## config.mk

```make
export PLATFORM = sky130hd
export DESIGN_NAME = spy_path_delay_meter_flat
export DESIGN_NICKNAME = d
export VERILOG_FILES = /design/src/rtl/spy_meter_pkg.sv /design/src/rtl/spy_path_delay_meter_if.sv /design/src/rtl/spy_sync2.sv /design/src/rtl/spy_path_delay_meter.sv /design/src/flat_wrapper.sv
export SDC_FILE = /design/constraint.sdc
export NUM_CORES = 1
export LEC_CHECK = 0
export ABC_CLOCK_PERIOD_IN_PS = 3100
export CAP_MARGIN = 40
export CORE_ASPECT_RATIO = 1.4
export CORE_MARGIN = 8
export CORE_UTILIZATION = 50
export CTS_CLUSTER_SIZE = 25
export DETAILED_ROUTE_END_ITERATION = 8
export PLACE_DENSITY_LB_ADDON = 0.1
export REMOVE_ABC_BUFFERS = 1
export SKIP_LAST_GASP = 1
export SLEW_MARGIN = 20
export SYNTH_ARGS = -nofsm -noshare
export SYNTH_HDL_FRONTEND = slang
export SYNTH_HIERARCHICAL = 1
export SYNTH_SLANG_ARGS = --single-unit
```

## constraint.sdc

```tcl
create_clock -name clk -period 3.1 [get_ports clk]
set_input_delay 0.465 -clock clk [delete_from_list [all_inputs] [get_ports clk]]
set_output_delay 0.465 -clock clk [all_outputs]
set_load 0.01 [all_outputs]
```

## src/rtl/spy_meter_pkg.sv

```systemverilog
// Shared types and defaults for the spy path delay meter.
package spy_meter_pkg;

  typedef enum logic [2:0] {
    StIdle,
    StLaunch,
    StWait,
    StSettle,
    StDone
  } meter_state_e;

  localparam int unsigned DefaultTimeout = 1023;
  localparam int unsigned DefaultSettle  = 4;
  // Two synchronizer stages sit between the path output and the FSM.
  localparam int unsigned MinLatency     = 2;

endpackage

```

## src/rtl/spy_path_delay_meter_if.sv

```systemverilog
// Control, path and result signals of the spy path delay meter.
interface spy_path_delay_meter_if #(
  parameter int unsigned CNT_W   = 16,
  parameter int unsigned TRIAL_W = 8
);
  logic                     start;
  logic [TRIAL_W-1:0]       numTrials;
  logic                     pathInput;
  logic                     pathResult;
  logic                     busy;
  logic                     done;
  logic                     timeoutErr;
  logic [CNT_W-1:0]         lastLatency;
  logic [CNT_W-1:0]         minLatency;
  logic [CNT_W-1:0]         maxLatency;
  logic [CNT_W+TRIAL_W-1:0] sumLatency;

  modport master (
    output start, numTrials, pathResult,
    input  pathInput, busy, done, timeoutErr,
    input  lastLatency, minLatency, maxLatency, sumLatency
  );

  modport slave (
    input  start, numTrials, pathResult,
    output pathInput, busy, done, timeoutErr,
    output lastLatency, minLatency, maxLatency, sumLatency
  );
endinterface

```

## src/rtl/spy_sync2.sv

```systemverilog
// Two-flop synchronizer for a single asynchronous bit.
module spy_sync2 (
  input  logic clk,
  input  logic rst,
  input  logic d,
  output logic q
);
  logic meta;

  always_ff @(posedge clk or posedge rst) begin
    if (rst) begin
      meta <= 1'b0;
      q    <= 1'b0;
    end else begin
      meta <= d;
      q    <= meta;
    end
  end
endmodule

```

## src/rtl/spy_path_delay_meter.sv

```systemverilog
// Launches transitions into a chained delay path and measures arrival latency in clk cycles.
module spy_path_delay_meter
  import spy_meter_pkg::*;
#(
  parameter int unsigned CNT_W     = 16,
  parameter int unsigned TRIAL_W   = 8,
  parameter int unsigned TIMEOUT   = DefaultTimeout,
  parameter int unsigned SETTLE    = DefaultSettle,
  parameter int unsigned INVERTING = 0
) (
  input logic                   clk,
  input logic                   rst,
  spy_path_delay_meter_if.slave bus
);
  localparam int unsigned SumW = CNT_W + TRIAL_W;
  localparam int unsigned SetW = (SETTLE > 1) ? $clog2(SETTLE) : 1;

  meter_state_e       state;
  logic [TRIAL_W-1:0] trials_left;
  logic [CNT_W-1:0]   cnt;
  logic [SetW-1:0]    settle_cnt;
  logic               rs;
  logic               expected;

  spy_sync2 u_sync (
    .clk (clk),
    .rst (rst),
    .d   (bus.pathResult),
    .q   (rs)
  );

  assign expected = bus.pathInput ^ INVERTING[0];

  always_ff @(posedge clk or posedge rst) begin
    if (rst) begin
      state           <= StIdle;
      trials_left     <= '0;
      cnt             <= '0;
      settle_cnt      <= '0;
      bus.pathInput   <= 1'b0;
      bus.busy        <= 1'b0;
      bus.done        <= 1'b0;
      bus.timeoutErr  <= 1'b0;
      bus.lastLatency <= '0;
      bus.minLatency  <= '0;
      bus.maxLatency  <= '0;
      bus.sumLatency  <= '0;
    end else begin
      bus.done <= 1'b0;
      unique case (state)
        StIdle: begin
          if (bus.start) begin
            trials_left    <= (bus.numTrials == '0) ? TRIAL_W'(1) : bus.numTrials;
            bus.minLatency <= '1;
            bus.maxLatency <= '0;
            bus.sumLatency <= '0;
            bus.timeoutErr <= 1'b0;
            bus.busy       <= 1'b1;
            state          <= StLaunch;
          end
        end
        StLaunch: begin
          // pathInput is never returned to 0, so trials alternate edge direction.
          bus.pathInput <= ~bus.pathInput;
          cnt           <= '0;
          state         <= StWait;
        end
        StWait: begin
          // Arrival wins over timeout when both happen on the same count.
          if (rs == expected) begin
            bus.lastLatency <= cnt;
            if (cnt < bus.minLatency) bus.minLatency <= cnt;
            if (cnt > bus.maxLatency) bus.maxLatency <= cnt;
            bus.sumLatency <= bus.sumLatency + SumW'(cnt);
            settle_cnt     <= '0;
            state          <= StSettle;
          end else if (cnt == CNT_W'(TIMEOUT)) begin
            bus.timeoutErr <= 1'b1;
            bus.busy       <= 1'b0;
            bus.done       <= 1'b1;
            state          <= StDone;
          end else begin
            cnt <= cnt + CNT_W'(1);
          end
        end
        StSettle: begin
          if (settle_cnt == SetW'(SETTLE - 1)) begin
            settle_cnt <= '0;
            if (trials_left == TRIAL_W'(1)) begin
              bus.busy <= 1'b0;
              bus.done <= 1'b1;
              state    <= StDone;
            end else begin
              trials_left <= trials_left - TRIAL_W'(1);
              state       <= StLaunch;
            end
          end else begin
            settle_cnt <= settle_cnt + SetW'(1);
          end
        end
        StDone: begin
          state <= StIdle;
        end
        default: begin
          state <= StIdle;
        end
      endcase
    end
  end
endmodule

```

## src/flat_wrapper.sv

```systemverilog
// flat-port wrapper written by rule: the top's interface ports become plain ports
module spy_path_delay_meter_flat import spy_meter_pkg::*;
#(
  parameter int unsigned CNT_W     = 16,
  parameter int unsigned TRIAL_W   = 8,
  parameter int unsigned TIMEOUT   = DefaultTimeout,
  parameter int unsigned SETTLE    = DefaultSettle,
  parameter int unsigned INVERTING = 0
)
  (clk, rst, bus_start, bus_numTrials, bus_pathResult, bus_pathInput, bus_busy, bus_done, bus_timeoutErr, bus_lastLatency, bus_minLatency, bus_maxLatency, bus_sumLatency);
  spy_path_delay_meter_if #(.CNT_W(CNT_W), .TRIAL_W(TRIAL_W)) bus_i ();
  input logic clk;
  input logic rst;
  input wire logic [$bits(bus_i.start)-1:0] bus_start;
  input wire logic [$bits(bus_i.numTrials)-1:0] bus_numTrials;
  input wire logic [$bits(bus_i.pathResult)-1:0] bus_pathResult;
  output wire logic [$bits(bus_i.pathInput)-1:0] bus_pathInput;
  output wire logic [$bits(bus_i.busy)-1:0] bus_busy;
  output wire logic [$bits(bus_i.done)-1:0] bus_done;
  output wire logic [$bits(bus_i.timeoutErr)-1:0] bus_timeoutErr;
  output wire logic [$bits(bus_i.lastLatency)-1:0] bus_lastLatency;
  output wire logic [$bits(bus_i.minLatency)-1:0] bus_minLatency;
  output wire logic [$bits(bus_i.maxLatency)-1:0] bus_maxLatency;
  output wire logic [$bits(bus_i.sumLatency)-1:0] bus_sumLatency;
  assign bus_i.start = bus_start;
  assign bus_i.numTrials = bus_numTrials;
  assign bus_i.pathResult = bus_pathResult;
  assign bus_pathInput = bus_i.pathInput;
  assign bus_busy = bus_i.busy;
  assign bus_done = bus_i.done;
  assign bus_timeoutErr = bus_i.timeoutErr;
  assign bus_lastLatency = bus_i.lastLatency;
  assign bus_minLatency = bus_i.minLatency;
  assign bus_maxLatency = bus_i.maxLatency;
  assign bus_sumLatency = bus_i.sumLatency;
  spy_path_delay_meter #(.CNT_W(CNT_W), .TRIAL_W(TRIAL_W), .TIMEOUT(TIMEOUT), .SETTLE(SETTLE), .INVERTING(INVERTING)) u_core (.clk(clk), .rst(rst), .bus(bus_i));
endmodule
```

# Yosys cells after proc, flatten, opt, wreduce, memory -nomap -nowiden
# Cells that the tools add are included.
# op_classes
eq_ne,18
reduce_logical,17
mux,43
n_addsub,4
n_bitwise,1
n_lt_le_gt_ge,2
# op_table
cell,count
$mux W16,8
$pmux W16 S2,3
$mux W24,2
$pmux W24 S2,1
$mux W8,4
$add A24 B16 Y24,1
$add A16 B1 Y16 const B,1
$eq A16 B10 Y1 const B,1
$gt A16 B16 Y1,1
$lt A16 B16 Y1,1
$pmux W8 S2,1
$reduce_and A4 Y1,4
$mux W3,5
$mux W1,12
$ne A2 B1 Y1 const B,6
$pmux W3 S4,1
$reduce_and A3 Y1,3
$eq A8 B1 Y1 const B,1
$logic_not A8 Y1,1
$ne A2 B2 Y1 const B,4
$reduce_bool A2 Y1,4
$sub A8 B1 Y8 const B,1
$eq A3 B2 Y1 const B,2
$reduce_and A6 Y1,1
13 further kinds,16
# word_totals
regBits,107
output_inout_bits,76
wordCells,99
in_bits,12

# Depth between registers and ports, before layout
# Gate-level depths: netlist (run 1).
# depth
depth_word,4
ltp_mapped,10
mapped_depth_nobuf,8

# Hierarchy
# Netlist (run 1), hierarchy kept.
# by_module_without_submodules
module,seq_area_each_um2,cells_each,instances,area_per_inst_um2
spy_path_delay_meter,2627.5,704,1,6274.8
spy_sync2,50.0,3,1,53.8

# Worst setup path after synthesis (run 1)
# Ideal clock, no wire load.
# synth_path
path_type,reg-to-reg
start,register u_core.cnt[4]
end,register u_core.bus.sumLatency[13]
required_ns,2.978
t_arrival_ns,2.173
n_path_buf,0
synth_period_minus_slack_ns,2.295
setup_ns,0.122
path_slack_ns,0.805
stages_incl_launch_ff,8
cell_sequence,dfrtp_1 > ha_1 > nand3_1 > o211ai_1 > or4b_1 > a21oi_1 > o21ai_0 > a32o_1
# synth_between
elab_chain_cells,3
# synth_lines
item,line_no,text
"start, declared",spy_path_delay_meter.sv:20,logic [CNT_W-1:0] cnt;
"start signal, assigned",spy_path_delay_meter.sv:83,cnt <= cnt + CNT_W'(1);
$add A24 B16 Y24,spy_path_delay_meter.sv:74,bus.sumLatency <= bus.sumLatency + SumW'(cnt);
$mux W24,spy_path_delay_meter.sv:70,if (rs == expected) begin
$pmux W24 S2,spy_path_delay_meter.sv:50,unique case (state)
"end signal, assigned",spy_path_delay_meter.sv:74,
"end, declared",spy_path_delay_meter_if.sv:27,"output lastLatency, minLatency, maxLatency, sumLatency"
# No other way between the ends. The select of a mux whose other input is x is not followed.
# A chain may end at the register's enable or synchronous reset.

# Worst setup path after layout (run 1)
# layout_path
start,register u_core.cnt[8]
end,register u_core.bus.sumLatency[22]
# Same word-level chain as after synthesis.

==> flow_summary.toml, run 1 <==
[setup_path]
worst_setup_path_start_kind = "register"
cp.required_ns = 3.36
rrSetupSlack_ns = 0.56
rr_startpoint = "u_core/cnt[8]"
worstPathArrival_ns = 2.81
path_class = "register to register"
cp-end-kind = "register"
max_stage_delay_ns = 0.52
cp_slowest_cell = "dfrtp_1"
worstRegToRegCells = 7
path_max_fanout = 9
r2r-end = "u_core/bus.sumLatency[22]"
crit_chain = "ha_1 > o211ai_1 > o21ai_0 > o2111ai_1 > a211oi_1 > nand3_1 > a21oi_1"

[final_layout]
syn2layout_area_growth_pct = 21.49
stdcell_count = 947
multiInputGateArea_um2 = 3353
fin_area_um2 = 7689
final_util_pct = 62.15
fill_cells = 1042
num_antenna_cells = 0
register_area_um2 = 2678
drive_gt1_share_pct = 6.023
fin_nets = 857

[min_path]
hold_path.class = "input port to asynchronous set/reset pin"

[global_routing]
antenna_found_initial = 0
grt_pass1_wl_mm = 27.45
grt_pass1_vias = 5496
grt_max_degree = 49
grt_remaining_overflow = 0
track_usage_pct = 20.11

[routing]
drcViolationCount = 0
ant_nets = 0
dr.pass1.iters = 5
wire_per_inst_um = 17.43
via_count = 5464
drtIter0Drc = 284
wirelength_mm = 16.50
routed_via_density = 5.770

[placement]
dpl.cell_count = 932
io_buffers = 87
gp_congestion = 0.9131
placement.cell_area_um2 = 7408
place_ws_ns = 0.4757
dp_hpwl_mm = 12.34

[synthesis]
ys_seq_elements = 107
synthFlopType = "dfrtp_1"
yosysTopAreaCellShare_pct = 42.31
synth_cells = 707
yosys.area.top_type = "dfrtp_1"
synth_edf_count = 0
synth_mux_area_share_pct = 1.107
syn_avg_cell_area_um2 = 8.951
ys_top_cells_by_area = "dfrtp_1 42%, ha_1 10%, nand2_1 7.5%"
synthXorXnorAreaFrac_pct = 3.717
synth-compound-area-share_pct = 18.84
synthTopCellsByCount = "127 x nand2_1, 107 x dfrtp_1, 55 x o21ai_0"
yosys.area_share.simple_pct = 18.78
ys_seq_area_share_pct = 42.31
synth_async_sr_flop_share_pct = 100.0
yosysWarnings = 6
synth_area_um2 = 6329
synthAdderAreaFrac_pct = 10.40
synth_top_family_by_area = "compound AO/OA/AOI/OAI gates"
yosysUniqueCellTypes = 62
synth_most_common_cell = "nand2_1"

[floorplanning]
die_area_um2 = 16560
initial_utilization_pct = 51.15
die_y_um = 149.1
io_pins = 88
rows = 48
die_w_um = 111.1
core_um2 = 12370

[clock_tree]
worst_skew_pair.late_latency_ns = 0.34
cts_resized = 0
postCtsHoldBufs = 0
cts-root-buf = "clkbuf_16"
cts_made_buffers = 9
post_cts_buffers = 0
cts_tree = "built"
clkSinkCount = 107
path_clk_slew_ns = 0.07
h-tree-depth = 3
clock_path_buffers = 2

[sta]
whs_ns = 0.3527
rsz0062_at_grt = "false"
worst_slew_pin_slew_ns = 0.5586
post-route-min-period_ns = 2.544
slew_viol_final = 0
setup_ws_ns = 0.5563
setup_viol = 0
relSlewSlack_pct = 62.45
hold_violations = 0
fin_crit_sh_pct = 82.05
setup_tns_ns = 0
max_freq_mhz = 393.1
skew_ns = 0.003837

[power]
power-per-cell-area_nw_per_um2 = 734.6
total_power_mw = 5.648
power.leakage_nw = 3.481
peakVddDrop_v = 0.0003602

[run_status]
status = "finished, final reports clean"

[flow_run]
drv_cap = 0
[report_power, final]
part	switching (mW)	internal, mW
combinational	1.46	1.06
sequential	0.330	1.70
clock	0.498	0.605
[worst max-delay path: cells and delay by family (launching register included)]
family,cells,cell delay (ns)
AOI/OAI and AO/OA,5,1.34
adders and majority gates,1,0.47
DFF,1,0.52
and+or+nand+nor,1,0.14
[worst max-delay path by stage]
stage          cells past startpoint  slack (ns)                        end          start
2_1_floorplan                      1       -0.13            u_core/bus.busy            rst
3_3_place_gp                       7        0.53   u_core/bus.minLatency[7]      bus_start
3_5_place_dp                       7        0.48  u_core/bus.minLatency[15]      bus_start
4_1_cts                            8        0.56  u_core/bus.minLatency[15]  u_core/cnt[1]
5_1_grt                            7        0.33  u_core/bus.sumLatency[13]  u_core/cnt[1]
6_report                           7        0.56  u_core/bus.sumLatency[22]  u_core/cnt[8]
[registers in the layout, indices dropped and copies added (netlist names), 2 cells and up]
signal                  flops
u_core/state                3
u_core/bus.maxLatency      16
u_core/settle_cnt           2
u_core/bus.lastLatency     16
u_core/cnt                 16
u_core/bus.minLatency      16
u_core/bus.sumLatency      24
u_core/trials_left          8
[cell usage in the layout (no fill, tap or decap), types with 3 or more instances in the layout]
cell             netlist  layout
buf_4                  0      17
clkbuf_8               0       3
a21o_1                 8       8
a211oi_2               3       3
o21ai_1                8       8
nor2_1                32      32
nand2_1              127     127
o21ai_0               55      55
inv_1                 45      44
nor2b_1                4       4
o21bai_1               3       3
o2111ai_1              5       5
o211ai_1               5       5
nand3_1               32      32
nand4_1                9       9
o31ai_1                9       9
a211oi_1               8       8
dfrtp_1              107     107
nor4_1                 5       5
clkbuf_16              0       9
xor2_1                 9       9
mux2i_1                7       7
a21oi_1               45      45
xnor2_1               16      16
nor3_1                12      12
or3_1                  5       5
o22a_1                16      16
and3_1                 6       6
nand2b_1               4       4
ha_1                  51      51
clkdlybuf4s50_1        0      87
[cells by family (layout without fill, tap and decap cells)]
family,Yosys count,count (layout)
flops,107,107
compound gates,185,185
mux,7,7
buf+inv,75,165
simple gates,255,255
fa+ha+maj,52,52
xor+xnor,26,26
[metal layers]
layer  GRT usage (%)  up-vias  wire length [um]
li1                -     2674                 -
met1           23.43     2638              7005
met2           34.76      124              8229
met3           4.348       28               781
met4           9.097        0               487
met5               0        -                 0
[layout make-up]
class / count / area share, %
clock buffers: 13 / 3.515
clock inverters: 2 / 0.1302
inverters: 45 / 2.229
multi-input cells: 525 / 43.61
flip-flops and latches: 107 / 34.83
well taps: 150 / 2.441
repair buffers: 105 / 13.25
(Power assumes the default switching activity.)
==> inputs of run 2 (changes only) <==
--- a/config.mk
+++ b/config.mk
@@ -5,7 +5,7 @@
 export SDC_FILE = /design/constraint.sdc
 export NUM_CORES = 1
 export LEC_CHECK = 0
-export ABC_CLOCK_PERIOD_IN_PS = 3100
+export ABC_CLOCK_PERIOD_IN_PS = 2300
 export CAP_MARGIN = 40
 export CORE_ASPECT_RATIO = 1.4
 export CORE_MARGIN = 8
==> constraint.sdc (replaced) <==
create_clock -name clk -period 2.3 [get_ports clk]
set_input_delay 0.345 -clock clk [delete_from_list [all_inputs] [get_ports clk]]
set_output_delay 0.345 -clock clk [all_outputs]
set_load 0.01 [all_outputs]
==> flow_summary.toml, run 2 (same netlist as run 1, synthesis figures left out) <==
[run_status]
status = "finished, final reports clean"

[global_routing]
grt_pass1_wl_mm = 29.35
busiest_layer = "met2"
met2_usage_pct = 37.87
track_usage_pct = 21.34
grt_max_degree = 43
grt_remaining_overflow = 0
antenna_found_initial = 0
gr-usage-met3_pct = 3.824
grt_pass1_vias = 6046
use_met1_pct = 25.04

[floorplanning]
io_pins = 88
rows = 48
die_w_um = 111.1
initial_utilization_pct = 51.15
die_area_um2 = 16560
core_um2 = 12370
die_y_um = 149.1

[placement]
dpl.cell_count = 987
io_buffers = 87
gp_congestion = 0.8737
dp_hpwl_mm = 13.43
place_ws_ns = -0.02545

[setup_path]
cp_slowest_cell = "dfrtp_2"
path_max_fanout = 16
rr_startpoint = "u_core/cnt[9]"
crit_top_cell = "a21oi_1"
worst_setup_path_start_kind = "register"
crit_path_start = "u_core/cnt[9]"
path_delay_family = "compound AO/OA/AOI/OAI gates"
crit_buf_inv = 1
worstPathArrival_ns = 2.46
path_class = "register to register"
cp-end-kind = "register"
max_stage_delay_ns = 0.48
cp.required_ns = 2.53
crit_chain = "ha_1 > a21oi_1 > o21ai_0 > a21oi_1 > a21oi_1 > or3_1 > buf_6 > o22a_1"

[clock_tree]
clock_path_buffers = 2
path_clk_slew_ns = 0.08
cts_made_buffers = 9
cts_tree = "built"
worst_skew_pair.late_latency_ns = 0.35
cts-root-buf = "clkbuf_16"
h-tree-depth = 3
postCtsHoldBufs = 0
clkSinkCount = 107

[routing]
dr.pass1.iters = 5
wire_per_inst_um = 17.67
wirelength_mm = 17.76
routed_via_density = 5.789
drtIter0Drc = 362
drcViolationCount = 0
ant_nets = 0
via_count = 5818

[final_layout]
final_common_cell = "nand2_1"
drive_gt1_share_pct = 14.74
stdcell_count = 1005
regMostFlops = "u_core/bus.sumLatency"
largest_register_ff_count = 24
multiInputGateArea_um2 = 3450
final_util_pct = 66.69
register_area_um2 = 2683
num_antenna_cells = 0
fin_nets = 914
final_cell_mix = "127 x nand2_1, 103 x dfrtp_1, 87 x clkdlybuf4s50_1"
syn2layout_area_growth_pct = 30.37
fill_cells = 1022

[sta]
post-route-min-period_ns = 2.227
slew_viol_final = 0
setup_viol = 0
rsz0062_at_grt = "true"
worst_slew_pin_slew_ns = 0.5206
fin_crit_sh_pct = 96.85
hold_violations = 0
relSlewSlack_pct = 65.29
skew_ns = 0.01354
setup_ws_ns = 0.07251
max_freq_mhz = 448.9

[min_path]
hold_path.class = "input port to asynchronous set/reset pin"

[power]
peakVddDrop_v = 0.0005064
total_power_mw = 8.143
power.leakage_nw = 3.770
power-per-cell-area_nw_per_um2 = 987.0

[flow_run]
drv_cap = 0
-- run 2: path summary, 6_finish.rpt --
| path | to | slack, ns | depth (start not counted) |
|---|---|---|---|
| min in group clk | u_core/u_sync/q | 0.36 | 0 |
| min | u_core/u_sync/meta | 0.22 | 2 |
| min reg2reg | u_core/u_sync/q | 0.36 | 0 |
| max reg2reg | u_core/bus.minLatency[9] | 0.07 | 8 |
| max | u_core/bus.minLatency[9] | 0.07 | 8 |
| max in group asynchronous | u_core/cnt[1] | 1.40 | 3 |
-- run 2: per-stage QoR --
stage / setup TNS (ns) / hold WS [ns] / area [um^2]
2_1_floorplan: -101.56 / 0.08618 / 6191
3_3_place_gp: -0.007637 / 0.3330 / 7846
3_5_place_dp: -0.02788 / 0.3451 / 7846
4_1_cts: 0 / 0.2173 / 8143
5_1_grt: -0.008798 / 0.2528 / 8250
6_report: 0 / 0.2232 / 8250
-- run 2: report_power, final --
| part | total, mW | switching, mW | internal, mW |
|---|---|---|---|
| logic | 3.96 | 2.18 | 1.78 |
| clock network | 1.51 | 0.735 | 0.778 |
| registers | 2.67 | 0.381 | 2.29 |
-- run 2: cell type report --
cell class	instances	share of cell area (%)
Clock inverter	6	0.5460
Tap cell	150	2.275
Timing Repair Buffer	162	17.88
Clock buffer	10	2.897
Multi-Input combinational cell	525	41.81
Inverter	45	2.078
Sequential cell	107	32.51
-- run 2: what timing repair did --
| action | 4_1_cts | 5_1_grt |
|---|---|---|
| endpoints found under the setup margin | 2 | 42 |
| gates resized for setup | 1 | 25 |
| pin swaps | 0 | 8 |
| buffers inserted | 0 | 2 |
-- run 2: routing by layer --
metal | share of wire [%] | up-vias
met5 | 0 | -
met4 | 2.4 | 0
met3 | 4.7 | 33
met2 | 52 | 153
met1 | 41 | 2857
li1 | - | 2775
==> inputs of run 3 (changes only) <==
--- a/config.mk
+++ b/config.mk
@@ -13,7 +13,6 @@
 export CTS_CLUSTER_SIZE = 25
 export DETAILED_ROUTE_END_ITERATION = 8
 export PLACE_DENSITY_LB_ADDON = 0.1
-export REMOVE_ABC_BUFFERS = 1
 export SKIP_LAST_GASP = 1
 export SLEW_MARGIN = 20
 export SYNTH_ARGS = -nofsm -noshare
==> flow_summary.toml, run 3 (same netlist as run 1, synthesis figures left out) <==
[sta]
max_freq_mhz = 448.4
skew_ns = 0.008786
relSlewSlack_pct = 62.79
slew_viol_final = 0
setup_viol = 0
fin_crit_sh_pct = 96.97
worst_slew_pin_slew_ns = 0.5582
hold_violations = 0
setup_ws_ns = 0.06978
post-route-min-period_ns = 2.230

[power]
power-per-cell-area_nw_per_um2 = 987.2
power.leakage_nw = 3.686
peakVddDrop_v = 0.0005855

[clock_tree]
worst_skew_pair.late_latency_ns = 0.35
cts-root-buf = "clkbuf_16"
clkSinkCount = 107
path_clk_slew_ns = 0.08
h-tree-depth = 3
clock_path_buffers = 2
cts_made_buffers = 9
cts_tree = "built"
postCtsHoldBufs = 0

[placement]
dp_hpwl_mm = 13.38
place_ws_ns = -0.01763
gp_congestion = 0.8999
dpl.cell_count = 973
io_buffers = 87

[routing]
routed-wl-met2_mm = 9.104
wire_per_inst_um = 18.06
via_count = 5662
wirelength_mm = 17.90
met3_length_um = 792
dr.pass1.iters = 5
drcViolationCount = 0
ant_nets = 0
highest_layer = "met4"
routed_via_density = 5.713
drtIter0Drc = 445
drt-met1-wl_mm = 7.749

[setup_path]
cp-end-kind = "register"
crit_top_cell = "a21oi_1"
max_stage_delay_ns = 0.46
worst_setup_path_start_kind = "register"
crit_chain = "ha_1 > a21oi_2 > o21ai_0 > a21oi_1 > a21oi_1 > or3_4 > buf_6 > o22a_1"
path_max_fanout = 14
worstPathArrival_ns = 2.46
cp_slowest_cell = "dfrtp_2"
cp.required_ns = 2.53
path_class = "register to register"

[run_status]
status = "finished, final reports clean"

[global_routing]
grt_max_degree = 106
grt_pass1_wl_mm = 29.52
grt_pass1_vias = 5780
antenna_found_initial = 0
grt_remaining_overflow = 0
track_usage_pct = 21.60

[final_layout]
register_area_um2 = 2683
fill_cells = 1030
syn2layout_area_growth_pct = 28.77
largest_register_ff_count = 24
regMostFlops = "u_core/bus.sumLatency"
final_common_cell = "nand2_1"
fin_nets = 900
final_cell_mix = "127 x nand2_1, 103 x dfrtp_1, 87 x clkdlybuf4s50_1"
final_util_pct = 65.87
drive_gt1_share_pct = 13.32
stdcell_count = 991
num_antenna_cells = 0
multiInputGateArea_um2 = 3452

[floorplanning]
core_um2 = 12370
die_w_um = 111.1
die_area_um2 = 16560
initial_utilization_pct = 51.15
rows = 48
die_y_um = 149.1
io_pins = 88

[min_path]
hold_path.class = "input port to asynchronous set/reset pin"

[synthesis]
syn_nets = 771

[flow_run]
drv_cap = 0
[run 3: cell types whose count changed in the layout (fill, tap and decap cells not counted), sizes merged]
| cell | before | now |
|---|---|---|
| clkinvlp | 0 | 2 |
| buf | 75 | 61 |
| clkinv | 2 | 3 |
| clkbuf | 10 | 9 |
| inv | 49 | 47 |
[run 3: timing repair]
item / 4_1_cts / 5_1_grt
endpoints found under the setup margin: 3 / 28
pin swaps: 0 / 3
resized for setup: 2 / 20
setup buffers: 0 / 2
[run 3: metrics by stage]
| stage | area (um^2) | power [mW] | TNS (ns) | hold slack, ns |
|---|---|---|---|---|
| 2_1_floorplan | 6332 | 4.829 | 0 | 0.08618 |
| 3_3_place_gp | 7742 | 6.374 | 0 | 0.3390 |
| 3_5_place_dp | 7742 | 6.489 | -0.01763 | 0.3472 |
| 4_1_cts | 8035 | 8.021 | 0 | 0.2096 |
| 5_1_grt | 8149 | 8.592 | -0.003966 | 0.2492 |
| 6_report | 8149 | 8.045 | 0 | 0.2167 |
[run 3: final timing paths]
check / start / to / slack, ns / cells after the start
setup / recovery: u_core/cnt[5] / u_core/bus.minLatency[11] / 0.07 / 8
hold / removal: rst / u_core/u_sync/meta / 0.22 / 2
setup reg to reg: u_core/cnt[5] / u_core/bus.minLatency[11] / 0.07 / 8
hold reg to reg: u_core/u_sync/meta / u_core/u_sync/q / 0.36 / 0
max in group asynchronous: rst / u_core/cnt[8] / 1.34 / 3
min in group clk: u_core/u_sync/meta / u_core/u_sync/q / 0.36 / 0
[run 3: report_power, final]
part,switching [mW],leakage (nW),internal (mW)
clock network,0.758,0.138,0.754
logic,2.15,2.16,1.72
registers,0.381,1.39,2.29
[run 3: layer usage]
metal  global-route usage, %  up-vias
met2                   37.90      145
met4                   5.819        0
met1                   26.63     2740
li1                        -     2760
met3                   3.945       17
met5                       0        -
[run 3: final cells by class]
class	count	share of cell area [%]
Inverter	45	2.119
Clock inverter	7	0.7216
Timing Repair Buffer	148	16.81
Multi-Input combinational cell	525	42.36
Sequential cell	107	32.92
Clock buffer	9	2.764
Tap cell	150	2.303
[run 3: critical path, delay by kind of cell (launching register included)]
kind	cells	cell delay (ns)
buffers and inverters	1	0.16
AND/OR/NAND/NOR	1	0.40
adder cells (fa/ha/maj)	1	0.33
flip-flops	1	0.46
AO/OA/AOI/OAI	5	0.77
